<file path="config.mk">
export PLATFORM = sky130hd
export DESIGN_NAME = decoder_strobe
export DESIGN_NICKNAME = d
export VERILOG_FILES = /design/src/rtl/decoder_strobe_pkg.sv /design/src/rtl/decoder_strobe_onehot_decode.sv /design/src/rtl/decoder_strobe.sv
export SDC_FILE = /design/constraint.sdc
export NUM_CORES = 1
export LEC_CHECK = 0
export CAP_MARGIN = 40
export CORE_MARGIN = 1.5
export CORE_UTILIZATION = 31
export DETAILED_ROUTE_END_ITERATION = 8
export SLEW_MARGIN = 10
export SYNTH_ARGS = -nofsm -noshare
export SYNTH_HDL_FRONTEND = slang
export SYNTH_SLANG_ARGS = --single-unit
</file>
<file path="constraint.sdc">
create_clock -name clk -period 2.4 [get_ports clk]
set_input_delay 0.24 -clock clk [delete_from_list [all_inputs] [get_ports clk]]
set_output_delay 0.24 -clock clk [all_outputs]
set_load 0.01 [all_outputs]
</file>
<file path="src/rtl/decoder_strobe_pkg.sv">
// Shared defaults and FSM state encoding for the strobed one-hot decoder.
package decoder_pkg;

    localparam int INPUT_LENGTH  = 4;
    localparam int OUTPUT_LENGTH = 16;
    localparam int COUNT_WIDTH   = 8;
    localparam int HOLD_W        = 8;   // wide enough for HOLD_CYCLES-1 up to 254

    typedef enum logic {
        IDLE = 1'b0,
        HOLD = 1'b1
    } state_e;

endpackage

</file>
<file path="src/rtl/decoder_strobe_onehot_decode.sv">
// Purely combinational binary-to-one-hot decode; code 0 maps to bit 0.
module onehot_decode
    import decoder_pkg::*;
#(
    parameter int IN_W  = INPUT_LENGTH,
    parameter int OUT_W = OUTPUT_LENGTH
) (
    input  logic [IN_W-1:0]  code,
    output logic [OUT_W-1:0] onehot
);

    // One comparator per select line keeps the decode flat and glitch-free once registered.
    for (genvar i = 0; i < OUT_W; i++) begin : g_bit
        assign onehot[i] = (code == IN_W'(i));
    end

endmodule

</file>
<file path="src/rtl/decoder_strobe.sv">
// Registered 4-to-16 one-hot decoder: accepts a code on valid/ready and
// holds the matching select line for HOLD_CYCLES clocks, with an accept counter.
module decoder_strobe
    import decoder_pkg::*;
#(
    parameter int INPUT_LENGTH  = decoder_pkg::INPUT_LENGTH,
    parameter int OUTPUT_LENGTH = decoder_pkg::OUTPUT_LENGTH,
    parameter int HOLD_CYCLES   = 4,
    parameter int COUNT_WIDTH   = decoder_pkg::COUNT_WIDTH
) (
    input  logic                     clk,
    input  logic                     rst_n,
    input  logic                     enable,
    input  logic [INPUT_LENGTH-1:0]  input_wire,
    input  logic                     input_valid,
    output logic                     input_ready,
    output logic [OUTPUT_LENGTH-1:0] output_wire,
    output logic                     output_valid,
    output logic [COUNT_WIDTH-1:0]   accept_count
);

    if (OUTPUT_LENGTH != 2 ** INPUT_LENGTH) begin : g_bad_width
        $error("decoder_strobe: OUTPUT_LENGTH must equal 2**INPUT_LENGTH");
    end
    if (HOLD_CYCLES < 1 || HOLD_CYCLES > 255) begin : g_bad_hold
        $error("decoder_strobe: HOLD_CYCLES must be in 1..255");
    end

    localparam logic [HOLD_W-1:0] HOLD_RELOAD = HOLD_W'(HOLD_CYCLES - 1);

    state_e                   state_q, state_d;
    logic [HOLD_W-1:0]        hold_cnt_q, hold_cnt_d;
    logic [OUTPUT_LENGTH-1:0] out_q, out_d;
    logic                     out_vld_q, out_vld_d;
    logic [COUNT_WIDTH-1:0]   acc_cnt_q, acc_cnt_d;
    logic [OUTPUT_LENGTH-1:0] decoded;
    logic                     accept;

    onehot_decode #(
        .IN_W  (INPUT_LENGTH),
        .OUT_W (OUTPUT_LENGTH)
    ) u_decode (
        .code   (input_wire),
        .onehot (decoded)
    );

    // Ready depends only on state and enable, never on input_valid, so no comb loop back to the source.
    always_comb begin
        input_ready = enable && ((state_q == IDLE) || (hold_cnt_q == '0));
    end

    assign accept = input_valid && input_ready;

    // Next-state, hold counter and strobe data; disable overrides everything and forces idle.
    always_comb begin
        state_d    = state_q;
        hold_cnt_d = hold_cnt_q;
        out_d      = out_q;
        if (!enable) begin
            state_d    = IDLE;
            hold_cnt_d = '0;
            out_d      = '0;
        end else begin
            case (state_q)
                IDLE: begin
                    if (accept) begin
                        out_d      = decoded;
                        hold_cnt_d = HOLD_RELOAD;
                        state_d    = HOLD;
                    end
                end
                HOLD: begin
                    if (hold_cnt_q != '0) begin
                        hold_cnt_d = hold_cnt_q - 1'b1;
                    end else if (accept) begin
                        // Back-to-back reload: new code replaces old with no zero gap.
                        out_d      = decoded;
                        hold_cnt_d = HOLD_RELOAD;
                    end else begin
                        out_d   = '0;
                        state_d = IDLE;
                    end
                end
                default: begin
                    state_d    = IDLE;
                    hold_cnt_d = '0;
                    out_d      = '0;
                end
            endcase
        end
    end

    // Valid flag and accept counter, registered alongside the strobe.
    always_comb begin
        out_vld_d = |out_d;
        acc_cnt_d = acc_cnt_q + COUNT_WIDTH'(accept);
    end

    // State and datapath registers; async reset clears outputs mid-strobe.
    always_ff @(posedge clk or negedge rst_n) begin
        if (!rst_n) begin
            state_q    <= IDLE;
            hold_cnt_q <= '0;
            out_q      <= '0;
            out_vld_q  <= 1'b0;
            acc_cnt_q  <= '0;
        end else begin
            state_q    <= state_d;
            hold_cnt_q <= hold_cnt_d;
            out_q      <= out_d;
            out_vld_q  <= out_vld_d;
            acc_cnt_q  <= acc_cnt_d;
        end
    end

    assign output_wire  = out_q;
    assign output_valid = out_vld_q;
    assign accept_count = acc_cnt_q;

endmodule

</file>
==> impl.org, run 1 <==
** Die
- Placeable Area :: 5172 sq um
- The die covers 5850 sq um.
- From bottom edge to top edge, the die measures 76.49 microns.
- During I/O placement, the number of pins put on the boundary was 34.
- Once the floorplan was initialized, standard cells occupied 32.37% of the core.
- In this run the horizontal extent of the chip is 76.49 microns.
- Number of placement rows :: 26

** Final layout
- Register area :: 850.8 sq um
- Counting the fill cells in the layout gives 493.
- Post-route design area :: 2307 sq um
- Utilization after layout :: 44.61%
- The multi-input combinational cells in the finished layout cover a total of 788.3 sq um.
- Number of antenna cells inserted :: 0
- Post-layout nets :: 232
- Fraction of layout cells with a size suffix above 1 :: 14.03%
- Excluding fillers, the count of instances in the completed layout stands at 291.
- From synthesis to final layout, the design area changed by 37.82%.

** STA
- Accumulated negative setup slack :: 0 ns
- Endpoints failing setup :: 0
- Post-route fraction of the period consumed by the critical path :: 93.92%
- The number of endpoints with negative hold slack in the final report came to 0.
- Clock Skew :: 0.01259 ns
- In the post-route analysis, the smallest setup slack over all paths is 0.1459 ns.
- Worst-Margin Slew :: 0.4271 ns
- The number of pins exceeding their max-slew limit in the final report came to 0.
- Setup repair after global routing missed its margin :: no
- Based on the critical path, the design can be clocked at up to 443.6 MHz.
- Worst hold slack across all endpoints :: 0.3499 ns
- Shortest period the worst path allows :: 2.254 ns
- Worst-case headroom to the max-slew limit :: 71.30%

** Clocking
- CTS saw 34 sinks.
- Clock tree from TritonCTS :: yes
- Clock Path Buffers :: 2
- Number of buffers created by CTS :: 5
- After clock tree synthesis, the clock-pin slew on the worst setup and hold paths is 0.07 ns.
- Clock Root Buffer :: clkbuf_8
- Clk Latency, worst-skew pair :: 0.29 ns
- Maximum level of the CTS H-tree :: 2

** Setup path
- By startpoint and endpoint, the worst setup path is classified as flop to flop.
- At the worst endpoint, the required time is 2.58 ns.
- The critical path starts at hold_cnt_q[0]$_DFF_PN0_.
- R2R Setup Slk :: 0.15 ns
- At the worst endpoint, the arrival time is 2.43 ns.
- STA classifies the critical path endpoint as a flop.
- Worst setup SP type :: flop
- The startpoint identified for the worst register-to-register timing path is hold_cnt_q[0]$_DFF_PN0_.
- Largest driver fanout on the critical path :: 5

** Power and ir drop
- In this run the power density over the cells is 702.3 nW/um^2.
- Leakage :: 1.002 nW
- After layout, the design draws a total of 1.620 mW.
- Across the VDD grid, the largest voltage drop is 0.0003759 V.

** Yosys
- Of all flip-flops after synthesis, the portion carrying an async set or reset was 100.0%.
- In this run, synthesis produced a sequential element count of 34.
- Number of distinct standard cells referenced by the synthesized netlist :: 39
- Synthesis Warnings :: 0
- Sequential-to-total area share from yosys stat :: 50.82%
- Share of the synthesized area in the top cell type :: 50.82%
- A synthesized cell averages 9.790 sq um.
- Post-synthesis cell area :: 1674 sq um
- Instance count of the mapped netlist :: 171
- Most common flop cell mapped by yosys :: dfrtp_1
- Top post-synthesis cells by count :: dfrtp_1, nand2_1, o21ai_0
- Main area contributors after synthesis :: dfrtp_1, nand2_1, o21ai_0, xnor2_1, nor2_1
- The biggest area contributor in the post-synthesis netlist is dfrtp_1.
- Most repeated cell in the gate-level netlist after synthesis :: dfrtp_1
- Number of synthesized flops with an enable pin :: 0
- The number of nets handed over by synthesis was 182.

** Placement
- Counting tap cells, the placed design contains a total of 283 instances.
- Standard cell area after detailed placement :: 2186 sq um
- OpenSTA, run right after detailed placement, puts the worst setup slack at 0.1279 ns.
- The count of buffers added on input and output ports is 33.
- Detail Placement HPWL :: 2914 microns
- Last weighted congestion value of the routability-driven placer :: 0.8917

** Job
- Max-cap violations in this run came to 0.

** Outcome
- Run status :: complete, no violations

** Drt
- Using the TritonRoute via totals, the vias-per-cell ratio works out to 4.904.
- In the final routed layout, each cell accounts on average for 13.55 microns.
- Post-detailed-route count of antenna-violating nets :: 0
- In the routed design, unresolved DRC markers number 0.
- The routed design has 3943 microns of wire.
- DR pass1 iterations :: 4
- Detailed-route via count :: 1,427
- For this block, the initial DRC count from the detailed router was 66.

** Global routing
- Overall routing resource usage :: 14.85%
- The initial antenna violation count is 0.
- Entering global routing, the biggest net connects 35 pins.
- The first global-routing pass estimated 6865 microns of wire.
- The via count of the first global-routing pass was 1,426.
- After global routing the overflow that remains totals 0.

** Min path
- The worst hold path belongs to the class primary input to asynchronous set/reset pin.
## flip-flops by register name, summed over array words and instances (netlist names)
register      flops
accept_count      8
output_wire      16
hold_cnt_q        8
output_valid      1
state_q           1
## critical path: stages (launching register included)
cell     delay (ns)
dfrtp_1        0.42
inv_1          0.07
ha_2           0.20
nor3b_4        0.21
a21bo_2        0.17
nand3_1        0.09
inv_1          0.09
ha_1           0.18
and3_1         0.16
nand3_1        0.10
or2_2          0.32
xnor2_1        0.12
## where the power goes
part           switching (mW)  internal, mW
Sequential             0.0668         0.632
Clock                   0.199         0.332
Combinational           0.178         0.212
## logic make-up after synthesis
| kind of cell | share of synthesized area [%] |
|---|---|
| xor gates and xnor gates | 4.709 |
| adders and majority gates | 2.242 |
| AOI/OAI and AO/OA | 16.44 |
| buffers and inverters | 2.616 |
| muxes | 1.271 |
| and+or+nand+nor | 21.90 |
| DFF | 50.82 |
## area by class of cell
cell class,instances,area share (%)
Sequential cell,34,36.88
Clock inverter,1,1.302
Multi-Input combinational cell,126,34.16
Tap cell,70,3.796
Inverter,5,0.8135
Timing Repair Buffer,49,19.47
Clock buffer,6,3.579
## per-layer routing
| layer | part of all wire [%] | global-route usage (%) |
|---|---|---|
| met1 | 47 | 19.43 |
| met2 | 47 | 23.39 |
| met3 | 4.3 | 3.593 |
| met4 | 1.3 | 6.296 |
| met5 | 0 | 0 |
## what timing repair did
action                                  CTS  global route
buffers inserted                          0             1
resized for setup                         1             1
hold buffers                              0             0
endpoints found under the setup margin    1             1
## layout by cell type (no fill, tap or decap), types with 3 or more instances in the layout
cell type,Yosys,final
xnor2_1,7,7
o21ai_0,17,17
or3_1,3,3
nor3_1,7,7
a22o_1,5,5
a21oi_1,6,6
nand2_1,23,23
dfrtp_1,34,34
nor2b_1,3,3
nand3_1,6,6
nor2_1,14,14
clkbuf_8,0,6
inv_1,5,5
buf_4,0,16
and3_1,3,3
clkdlybuf4s50_1,0,32
## final timing paths
check / to / cells after the start
setup / recovery: accept_count[7]$_DFF_PN0_ / 11
hold / removal: hold_cnt_q[0]$_DFF_PN0_ / 2
setup reg to reg: accept_count[7]$_DFF_PN0_ / 11
hold reg to reg: accept_count[7]$_DFF_PN0_ / 1
max in group asynchronous: accept_count[4]$_DFF_PN0_ / 2
min in group clk: accept_count[7]$_DFF_PN0_ / 1
Power figures use the tool's default switching activity.
==> inputs of run 2 (changes only) <==
--- a/config.mk
+++ b/config.mk
@@ -5,10 +5,10 @@
 export SDC_FILE = /design/constraint.sdc
 export NUM_CORES = 1
 export LEC_CHECK = 0
-export CAP_MARGIN = 40
 export CORE_MARGIN = 1.5
 export CORE_UTILIZATION = 31
 export DETAILED_ROUTE_END_ITERATION = 8
+export GPL_TIMING_DRIVEN = 0
 export SLEW_MARGIN = 10
 export SYNTH_ARGS = -nofsm -noshare
 export SYNTH_HDL_FRONTEND = slang
==> constraint.sdc (replaced) <==
create_clock -name clk -period 1.9 [get_ports clk]
set_input_delay 0.19 -clock clk [delete_from_list [all_inputs] [get_ports clk]]
set_output_delay 0.19 -clock clk [all_outputs]
set_load 0.01 [all_outputs]
==> impl.org, run 2 (synthesized netlist as in run 1, its figures left out) <==
** Final layout
- Number of standard cells in the layout, taps in and fillers out :: 301 (+3.4%)
- In the layout the commonest cells are dfrtp_1, clkdlybuf4s50_1, nand2_1.
- Max reg flops :: 16 (unchanged)
- The number of nets in the layout was 241 (+3.9%).
- Post-route design area :: 2435 sq um (+5.5%)
- Synth-to-Final Area Change :: 45.44%
- The sequential cell area came to 854.6 sq um (+0.44%).
- Fraction of layout cells with a size suffix above 1 :: 24.68% (+11 points)
- Number of antenna cells inserted :: 0 (unchanged)
- Total of fill cells in the finished design :: 480 (-2.6%)
- Combined area of the multi-input logic cells :: 882.1 sq um (+12%)
- Leaving out fill and tap cells, the most frequent cell in the layout is dfrtp_1.

** STA
- Max Clk Rate :: 485.8 MHz (+9.5%)
- The number of pins exceeding their max-slew limit in the final report was 0 (unchanged).
- Accumulated negative setup slack :: -0.3924 ns (-0.3924 ns)
- Setup repair after global routing missed its margin :: yes
- Least setup slack across all paths after layout :: -0.1583 ns (-0.3042 ns)
- The transition at the pin with the smallest max-transition slack came to 0.7611 ns (+0.3339 ns).
- The worst relative slew slack is 49.26% (-22 points).
- The final critical-path share of the clock period was 108.3% (+14 points).
- The total of endpoints with negative setup slack in the final report came to 4 (+4).
- The time the worst path needs with I/O delays and setup is 2.058 ns (-0.1958 ns).
- The worst clock skew came to 0.004765 ns (-0.007828 ns).
- Hold violation total from the final report :: 0 (unchanged)

** Drt
- The wire length after detailed routing is 4060 microns (+3.0%).
- The post-route antenna net violation count came to 0 (unchanged).
- DR pass1 iterations :: 4 (unchanged)
- The via density per instance was 4.967 (+1.3%).
- Average routed wire per standard cell :: 13.49 microns (-0.45%)
- The violation count after the first detailed-routing iteration came to 70 (+6.1%).
- Detailed-route via count :: 1,495 (+4.8%)
- Post-route DRC :: 0 (unchanged)

** Clocking
- The CTS buffer count came to 5 (unchanged).
- TritonCTS built the clock tree.
- The count of H-tree levels built during CTS is 2 (unchanged).
- The maximum root-to-sink buffer count is 2 (unchanged).
- Clock sink count :: 34 (unchanged)
- The clock edge transition at the registers on the reported setup and hold paths was 0.07 ns (about the same).
- The clock insertion delay at the later pin of the skew report is 0.29 ns (about the same).
- Clock Root Buffer :: clkbuf_8

** Die
- Effective utilization at floorplan :: 32.37% (unchanged)
- Number of placement rows :: 26 (unchanged)
- The top-level I/O count is 34 (unchanged).
- Placeable Area :: 5172 sq um (unchanged)
- Width of the chip :: 76.49 microns (unchanged)
- The area enclosed by the die boundary came to 5850 sq um (unchanged).
- Height of the die :: 76.49 microns (unchanged)

** Setup path
- The minimum setup slack among reg-to-reg paths came to -0.16 ns (-0.30 ns).
- The critical path required time is 2.08 ns (-0.50 ns).
- Startpoint of the most critical setup path :: hold_cnt_q[0]$_DFF_PN0_
- Worst setup SP type :: flop
- The endpoint identified for the worst register-to-register timing path is accept_count[7]$_DFF_PN0_.
- Worst setup path end :: accept_count[7]$_DFF_PN0_
- The data arrival time at the worst-slack endpoint is 2.23 ns (-0.20 ns).
- The startpoint identified for the worst register-to-register timing path is hold_cnt_q[0]$_DFF_PN0_.
- The worst setup path is captured at a flop.
- The peak fanout along the critical path was 3 (-2).
- The critical path is of the flop to flop type.
- The length in cells of the worst reg-to-reg path came to 11 (unchanged).

** Placement
- The total placed cells including tap cells is 271 (-4.2%).
- Detail Placement HPWL :: 2677 microns (-8.1%)
- Standard cell area after detailed placement :: 2106 sq um (-3.7%)
- Quantity of I/O buffers inserted on ports :: 30 (-9.1%)
- Last weighted congestion value of the routability-driven placer :: 0.8784 (-1.5%)

** Min path
- The tightest min-delay check is of the primary input to flop type.

** Outcome
- Run status :: complete, but fails checks
- The checks that failed: negative setup slack.

** Global routing
- The pin count of the biggest net entering global routing came to 35 (unchanged).
- Remaining global-route overflow :: 0 (unchanged)
- The global-route wire length before repair was 6755 microns (-1.6%).
- Overall routing resource usage :: 14.45% (-0.40 points)
- Number of antenna violations at the first check in global routing :: 0 (unchanged)
- The via count of the first global-routing pass came to 1,435 (+0.63%).

** Job
- The number of max-cap violations is 0 (unchanged).

** Power and ir drop
- IR Drop Worst-Case VDD :: 0.0004172 V (+11%)
- Leakage :: 1.041 nW (+3.9%)
- Pwr/cell area :: 843.3 nW/um^2 (+20%)
- Power consumption :: 2.053 mW (+27%)
## run 2: cell count changes in the layout (fill, tap and decap cells not counted), moves of 3 or more
| cell | before | now |
|---|---|---|
| dfrtp_2 | 0 | 3 |
| dfrtp_1 | 34 | 31 |
| clkdlybuf4s50_1 | 32 | 28 |
| buf_4 | 16 | 19 |
| clkbuf_1 | 0 | 4 |
| buf_2 | 0 | 3 |
| buf_6 | 0 | 3 |
| inv_1 | 5 | 2 |
## run 2: critical path, cell delays in order (launching register included)
cell and delay (ns):
dfrtp_1 0.40, inv_2 0.07, ha_4 0.13, nor3b_4 0.22, a21bo_2 0.21, nand3_4 0.08
inv_4 0.08, ha_4 0.13, and3_4 0.19, nand3_4 0.07, or2_4 0.24, xnor2_1 0.12
## run 2: power by group
group          internal [mW]  leakage, nW  switching [mW]
Combinational          0.327        0.538           0.261
Clock                  0.293       0.0482           0.276
Sequential             0.799        0.454          0.0983
## run 2: how the worst min path moves through the flow
stage	depth (start not counted)	to	slack [ns]	start
finish	3	output_wire[14]$_DFF_PN0_	0.27	input_wire[3]
global route	3	output_wire[14]$_DFF_PN0_	0.30	input_wire[3]
CTS	3	output_wire[14]$_DFF_PN0_	0.26	input_wire[3]
detailed placement	1	output_wire[10]$_DFF_PN0_	0.31	rst_n
global placement	1	accept_count[7]$_DFF_PN0_	0.45	accept_count[7]$_DFF_PN0_
floorplan	0	accept_count[0]$_DFF_PN0_	-0.11	rst_n
## run 2: metal layers
layer / vias up / track usage [%] / part of all wire [%]
met1: 724 / 18.45 / 47
met4: 0 / 4.444 / 1.5
met2: 32 / 24.11 / 48
li1: 731 / - / -
met5: - / 0 / 0
met3: 8 / 3.473 / 3.7
## run 2: per-stage QoR
stage	worst slack, ns	util [%]	hold WS, ns
6_report	-0.1583	47.07	0.2727
3_5_place_dp	-0.4831	40.71	0.3118
4_1_cts	-0.1171	45.57	0.2629
3_3_place_gp	-0.4773	40.81	0.4524
2_1_floorplan	-0.2462	-	-0.1056
5_1_grt	-0.2341	47.07	0.3000
## run 2: area by class of cell
cell class	count	share of cell area, %
timing repair buffer	52	19.12
multi-input combinational	126	36.23
tap	70	3.597
clock buffer	7	3.546
buffer	6	1.336
sequential	34	35.10
inverter	5	0.8736
clock inverter	1	0.2055
## run 2: timing repair
| item | 4_1_cts | 5_1_grt |
|---|---|---|
| pin swaps | 8 | 6 |
| resized for setup | 14 | 12 |
| hold buffers | 1 | 0 |
| hold endpoints to repair | 2 | 0 |
| setup buffers | 16 | 6 |
| setup endpoints to repair | 12 | 13 |
==> inputs of run 3 (changes only) <==
--- a/config.mk
+++ b/config.mk
@@ -5,6 +5,7 @@
 export SDC_FILE = /design/constraint.sdc
 export NUM_CORES = 1
 export LEC_CHECK = 0
+export CAP_MARGIN = 10
 export CORE_MARGIN = 1.5
 export CORE_UTILIZATION = 31
 export DETAILED_ROUTE_END_ITERATION = 8
==> results of run 3 <==
Same layout as run 2: the final DEF is identical, and so are final timing and power.
